==> config.mk <==
export PLATFORM = sky130hd
export DESIGN_NAME = booth_r4_seq_mult_flat
export DESIGN_NICKNAME = d
export VERILOG_FILES = /design/src/rtl/booth_r4_seq_mult_if.sv /design/src/rtl/booth_r4_seq_mult.sv /design/src/flat_wrapper.sv
export SDC_FILE = /design/constraint.sdc
export NUM_CORES = 1
export LEC_CHECK = 0
export ABC_AREA = 1
export BUFFER_PORTS_ARGS = -buffer_cell sky130_fd_sc_hd__buf_2
export CORE_MARGIN = 2
export CORE_UTILIZATION = 55
export CTS_CLUSTER_SIZE = 25
export DETAILED_ROUTE_END_ITERATION = 10
export PLACE_DENSITY = 0.75
export SLEW_MARGIN = 40
export SYNTH_ARGS = -nofsm -noshare
export SYNTH_HDL_FRONTEND = slang
export SYNTH_SLANG_ARGS = --single-unit
==> constraint.sdc <==
create_clock -name clk -period 7.8 [get_ports clk]
set_clock_uncertainty 0.15 [all_clocks]
set_input_delay 0 -clock clk [delete_from_list [all_inputs] [get_ports clk]]
set_output_delay 0 -clock clk [all_outputs]
set_load 0.01 [all_outputs]
==> src/rtl/booth_r4_seq_mult_if.sv <==
// Operand/product handshake bundle for booth_r4_seq_mult.
// Zero latency: wires only, no storage.
// Both directions use valid/ready. The producer holds its data stable until ready is seen.
interface booth_r4_seq_mult_if #(
  parameter int WIDTH = 8
);
  logic               in_valid;
  logic               in_ready;
  logic [WIDTH-1:0]   a;
  logic [WIDTH-1:0]   b;
  logic               out_valid;
  logic               out_ready;
  logic [2*WIDTH-1:0] product;
  logic               busy;

  // Requester side: offers operands and consumes the product.
  modport master (
    output in_valid, a, b, out_ready,
    input  in_ready, out_valid, product, busy
  );

  // Multiplier side.
  modport slave (
    input  in_valid, a, b, out_ready,
    output in_ready, out_valid, product, busy
  );
endinterface

==> src/rtl/booth_r4_seq_mult.sv <==
// Sequential signed radix-4 Booth multiplier. It retires one 3-bit Booth window per cycle.
// Latency: out_valid rises WIDTH/2 cycles after the operand-accept edge.
//   Throughput is one result every WIDTH/2+2 cycles.
// Backpressure: the DONE state holds the product until out_ready. in_ready stays low while busy.
// Optional macro BOOTH_APPROX_TRUNC_EN clears bits [TRUNC_BITS-1:0] of every aligned partial product.
module booth_r4_seq_mult #(
  parameter int WIDTH      = 8,
  parameter int TRUNC_BITS = 2
) (
  input  logic                  clk,
  input  logic                  rst_n,
  booth_r4_seq_mult_if.slave    io
);

  localparam int PW    = 2 * WIDTH;
  localparam int STEPS = WIDTH / 2;
  localparam int CNT_W = (STEPS > 1) ? $clog2(STEPS) : 1;
  localparam logic [CNT_W-1:0] LAST_CNT = CNT_W'(STEPS - 1);

  // Reject parameter sets that the datapath cannot represent.
  generate
    if ((WIDTH % 2) != 0 || WIDTH < 4 || TRUNC_BITS < 0 || TRUNC_BITS >= PW) begin : g_bad_params
      $error("booth_r4_seq_mult: illegal WIDTH/TRUNC_BITS combination");
    end
  endgenerate

  typedef enum logic [1:0] {
    ST_IDLE = 2'd0,
    ST_CALC = 2'd1,
    ST_DONE = 2'd2
  } state_t;

  state_t           state_q, state_d;
  // The multiplicand is kept pre-aligned. It shifts left by 2 each step,
  // so the partial product is already weighted by 4^i.
  logic [PW-1:0]    mcand_q, mcand_d;
  // The Booth register holds {b,1'b0}. It shifts right by 2 each step,
  // so the current window is always bits [2:0].
  logic [WIDTH:0]   mplier_q, mplier_d;
  logic [PW-1:0]    acc_q, acc_d;
  logic [CNT_W-1:0] cnt_q, cnt_d;
  logic [PW-1:0]    product_q, product_d;

  logic [2:0]       window;
  logic [PW-1:0]    pp_raw;
  logic [PW-1:0]    pp;
  logic [PW-1:0]    acc_sum;

  assign window = mplier_q[2:0];

  // Booth digit decode: select 0, +/-A or +/-2A for the current window.
  always_comb begin
    pp_raw = '0;
    unique case (window)
      3'b001, 3'b010: pp_raw = mcand_q;
      3'b011:         pp_raw = mcand_q << 1;
      3'b100:         pp_raw = -(mcand_q << 1);
      3'b101, 3'b110: pp_raw = -mcand_q;
      default:        pp_raw = '0;
    endcase
  end

`ifdef BOOTH_APPROX_TRUNC_EN
  // Low-bit truncation of each aligned partial product.
  // The mask is a constant, so later steps are unaffected because their low bits are already zero.
  localparam logic [PW-1:0] TRUNC_MASK = ~((PW'(1) << TRUNC_BITS) - PW'(1));
  assign pp = pp_raw & TRUNC_MASK;
`else
  assign pp = pp_raw;
`endif

  assign acc_sum = acc_q + pp;

  // Next-state and datapath control for the IDLE -> CALC -> DONE sequence.
  always_comb begin
    state_d   = state_q;
    mcand_d   = mcand_q;
    mplier_d  = mplier_q;
    acc_d     = acc_q;
    cnt_d     = cnt_q;
    product_d = product_q;

    unique case (state_q)
      ST_IDLE: begin
        if (io.in_valid) begin
          mcand_d  = {{WIDTH{io.a[WIDTH-1]}}, io.a};
          mplier_d = {io.b, 1'b0};
          acc_d    = '0;
          cnt_d    = '0;
          state_d  = ST_CALC;
        end
      end
      ST_CALC: begin
        acc_d    = acc_sum;
        mcand_d  = mcand_q << 2;
        mplier_d = {2'b00, mplier_q[WIDTH:2]};
        cnt_d    = cnt_q + CNT_W'(1);
        if (cnt_q == LAST_CNT) begin
          product_d = acc_sum;
          cnt_d     = '0;
          state_d   = ST_DONE;
        end
      end
      ST_DONE: begin
        if (io.out_ready) begin
          state_d = ST_IDLE;
        end
      end
      default: state_d = ST_IDLE;
    endcase
  end

  // State and datapath registers. Reset discards any in-flight operation.
  always_ff @(posedge clk or negedge rst_n) begin
    if (!rst_n) begin
      state_q   <= ST_IDLE;
      mcand_q   <= '0;
      mplier_q  <= '0;
      acc_q     <= '0;
      cnt_q     <= '0;
      product_q <= '0;
    end else begin
      state_q   <= state_d;
      mcand_q   <= mcand_d;
      mplier_q  <= mplier_d;
      acc_q     <= acc_d;
      cnt_q     <= cnt_d;
      product_q <= product_d;
    end
  end

  assign io.in_ready  = (state_q == ST_IDLE);
  assign io.out_valid = (state_q == ST_DONE);
  assign io.busy      = (state_q != ST_IDLE);
  assign io.product   = product_q;

endmodule
==> src/flat_wrapper.sv <==
// flat-port wrapper written by rule: the top's interface ports become plain ports
module booth_r4_seq_mult_flat 
#(
  parameter int WIDTH      = 8,
  parameter int TRUNC_BITS = 2
)
  (clk, rst_n, io_in_valid, io_a, io_b, io_out_ready, io_in_ready, io_out_valid, io_product, io_busy);
  booth_r4_seq_mult_if #(.WIDTH(WIDTH)) io_i ();
  input  logic clk;
  input  logic rst_n;
  input wire logic [$bits(io_i.in_valid)-1:0] io_in_valid;
  input wire logic [$bits(io_i.a)-1:0] io_a;
  input wire logic [$bits(io_i.b)-1:0] io_b;
  input wire logic [$bits(io_i.out_ready)-1:0] io_out_ready;
  output wire logic [$bits(io_i.in_ready)-1:0] io_in_ready;
  output wire logic [$bits(io_i.out_valid)-1:0] io_out_valid;
  output wire logic [$bits(io_i.product)-1:0] io_product;
  output wire logic [$bits(io_i.busy)-1:0] io_busy;
  assign io_i.in_valid = io_in_valid;
  assign io_i.a = io_a;
  assign io_i.b = io_b;
  assign io_i.out_ready = io_out_ready;
  assign io_in_ready = io_i.in_ready;
  assign io_out_valid = io_i.out_valid;
  assign io_product = io_i.product;
  assign io_busy = io_i.busy;
  booth_r4_seq_mult #(.WIDTH(WIDTH), .TRUNC_BITS(TRUNC_BITS)) u_core (.clk(clk), .rst_n(rst_n), .io(io_i));
endmodule
==> metrics.yaml <==
sta:
  tightestPinTransition_ns: 0.586
  hold_viol: 0
  setup_viol: 0
  maxSlewHeadroom_pct: 60.9
  finalSetupTns_ns: 0
  maxSlewViolCount: 0
  min_period_ns: 3.27
  rsz0062_at_grt: "false"
  finalCritPeriodShare_pct: 42.0
  timing.fmax_mhz: 305
worst_setup_path:
  critPathSlowestCell: "dlygate4sd3_1"
  crit_chain: "inv_2, nor2_4, inv_2, nand2_2, inv_2, a32o_1, dlygate4sd3_1"
  cp-end-kind: "flop"
  crit_type: "reg -> reg"
  ff2ff_path_depth: 7
  r2r_end: "u_core.mplier_q[8]"
  path_max_fanout: 31
  critPathLaunchType: "flop"
  critPathBufInv: 4
  cp_common_cell: "inv_2"
  ff2ff_setup_slack_ns: 4.53
  crit_cells: 7
  worstPathRequired_ns: 7.88
  crit-reg2reg-launch: "u_core.state_q[0]"
  worst_ep_arrival_time_ns: 3.35
  max_stage_delay_ns: 0.55
  path_delay_family: "buffers and inverters"
run:
  maxCapViolations: 0
route:
  antenna_left: 0
  vias: 3599
  dr.pass1.iters: 5
  wl_um: 9320
  viasPerCell: 5.53
  route.detailed.drc: 0
  first_iter_violations: 173
  wl_per_cell_um: 14.3
global_route:
  use_met2_pct: 45.5
  top_usage_layer: "met2"
  use_met3_pct: 5.13
  grt.met1_usage_pct: 32.0
  first_global_vias: 3492
  antenna_found_initial: 0
  grt_start_max_net_pins: 62
  grt_usage_pct: 26.2
  overflow: 0
  grt_pass1_wl_um: 15900
synth:
  yosysMostFrequentCell: "nand2_1"
  netlist_area_sq_um: 3900
  ys_async_sr_fraction_pct: 100
  ys_top_cells_by_area: "dfrtp_1 (39%), nand2_1 (12%), ha_1 (5.5%)"
  synth.distinct_cells: 47
  synthDominantCellAreaShare_pct: 39.1
  ys_warn_count: 0
  ys_top_cells_by_count: "nand2_1 (127), dfrtp_1 (61), inv_1 (46), o21ai_0 (37), nor2_1 (32)"
  ys_seq_elements: 61
  synthFlopType: "dfrtp_1"
  yosysTopAreaCell: "dfrtp_1"
  synth_nets: 533
  postSynthAreaPerCell_sq_um: 7.88
  synth_edf_count: 0
  ys_seq_area_share_pct: 39.1
  synthCells: 495
die:
  die_h_um: 88.2
  rows: 30
  coreArea_sq_um: 6830
  num_io_pins: 39
  initial_core_util_pct: 57.1
  dieWidth_um: 88.2
  die_area_sq_um: 7790
cells_and_area:
  nNetsFinal: 588
  n_fill_cell: 590
  area_growth_pct: 16.5
  multi_input_area_sq_um: 2080
  drive_above_1_share_pct: 16.8
  regArea_sq_um: 1530
  antenna_cells: 0
  final_util_pct: 66.6
clock_tree:
  clk_pin_slew_worst_paths_ns: 0.07
  cts_tree: "built"
  cts_resized: 0
  cts_root_buf: "clkbuf_8"
  numClockSinks: 61
  cts_made_buffers: 9
  h-tree-depth: 3
  worstSkewPairLatency_ns: 0.35
  cts_buffer_depth: 2
min_path:
  hold_class: "in -> async"
place:
  portBuffers: 38
  dp_hpwl_um: 6370
  gp_congestion: 0.883
status:
  status: "finished, final reports clean"
[per-stage QoR]
stage / instances / hold slack (ns) / instance area (sq um) / setup WS (ns)
6_report: 651 / 0.101 / 4550 / 4.53
5_1_grt: 651 / 0.185 / 4550 / 4.11
4_1_cts: 651 / 0.147 / 4540 / 4.16
3_5_place_dp: 613 / 0.0411 / 4130 / 4.60
3_3_place_gp: 613 / 0.0379 / 4120 / 4.37
2_1_floorplan: 495 / -0.446 / 3900 / 5.02
[placed cells by master (no fill, tap or decap), types with 10 or more instances in the layout]
cell type / count
inv_1: 46
clkbuf_8: 10
a21oi_1: 20
dfrtp_1: 61
xor2_1: 12
ha_1: 17
dlygate4sd3_1: 22
buf_2: 38
nand2_1: 126
nand3_1: 26
o22ai_1: 11
o21ai_0: 37
nor2_1: 32
[cell type report]
| cell class | instances | area share [%] |
|---|---|---|
| Clock buffer | 12 | 3.19 |
| Clock inverter | 4 | 1.05 |
| Inverter | 54 | 4.46 |
| Multi-Input combinational cell | 363 | 45.8 |
| Sequential cell | 61 | 33.6 |
| Tap cell | 96 | 2.64 |
| Timing Repair Buffer | 61 | 9.27 |
[registers in the layout, indices dropped and copies added, names as in the netlist]
register and cells:
u_core.state_q 2, u_core.mcand_q 16, u_core.acc_q 16, u_core.mplier_q 9, u_core.io.product 16, u_core.cnt_q 2
[per-layer routing]
layer | routed length [um] | vias to the layer above
li1 | - | 1762
met2 | 4680 | 106
met1 | 4030 | 1709
met5 | 0 | -
met4 | 213 | 0
met3 | 392 | 22
[cell families (layout without fill, tap and decap cells)]
logic type | after synthesis | after routing | synth area share (%)
AOI/OAI and AO/OA | 105 | 105 | 16.7
xor gates and xnor gates | 18 | 18 | 4.23
adders and majority gates | 18 | 18 | 5.96
buffers and inverters | 71 | 131 | 7.70
DFF | 61 | 61 | 39.1
and+or+nand+nor | 222 | 222 | 26.3
[worst max-delay path by stage]
stage                                 start               endpoint  slack [ns]
after floorplan           u_core.mcand_q[1]       u_core.acc_q[15]        5.02
after global placement    u_core.state_q[0]        u_core.acc_q[7]        4.37
after detailed placement  u_core.mcand_q[0]       u_core.acc_q[15]        4.60
after CTS                 u_core.state_q[0]     u_core.mplier_q[7]        4.16
after global routing      u_core.mcand_q[0]  u_core.io.product[11]        4.11
final                     u_core.state_q[0]     u_core.mplier_q[8]        4.53
[worst min-delay path, delay by kind of cell]
kind | cells | cell delay, ns
buffers and inverters | 3 | 1.06
[repair_timing]
item                                   in CTS  in global routing
endpoints found under the hold margin      78                  0
hold buffers                               22                  0
buffers inserted                            0                  0
Power is not shown: default switching activity piles up to over one toggle a cycle in this logic, so the estimate is an artifact.
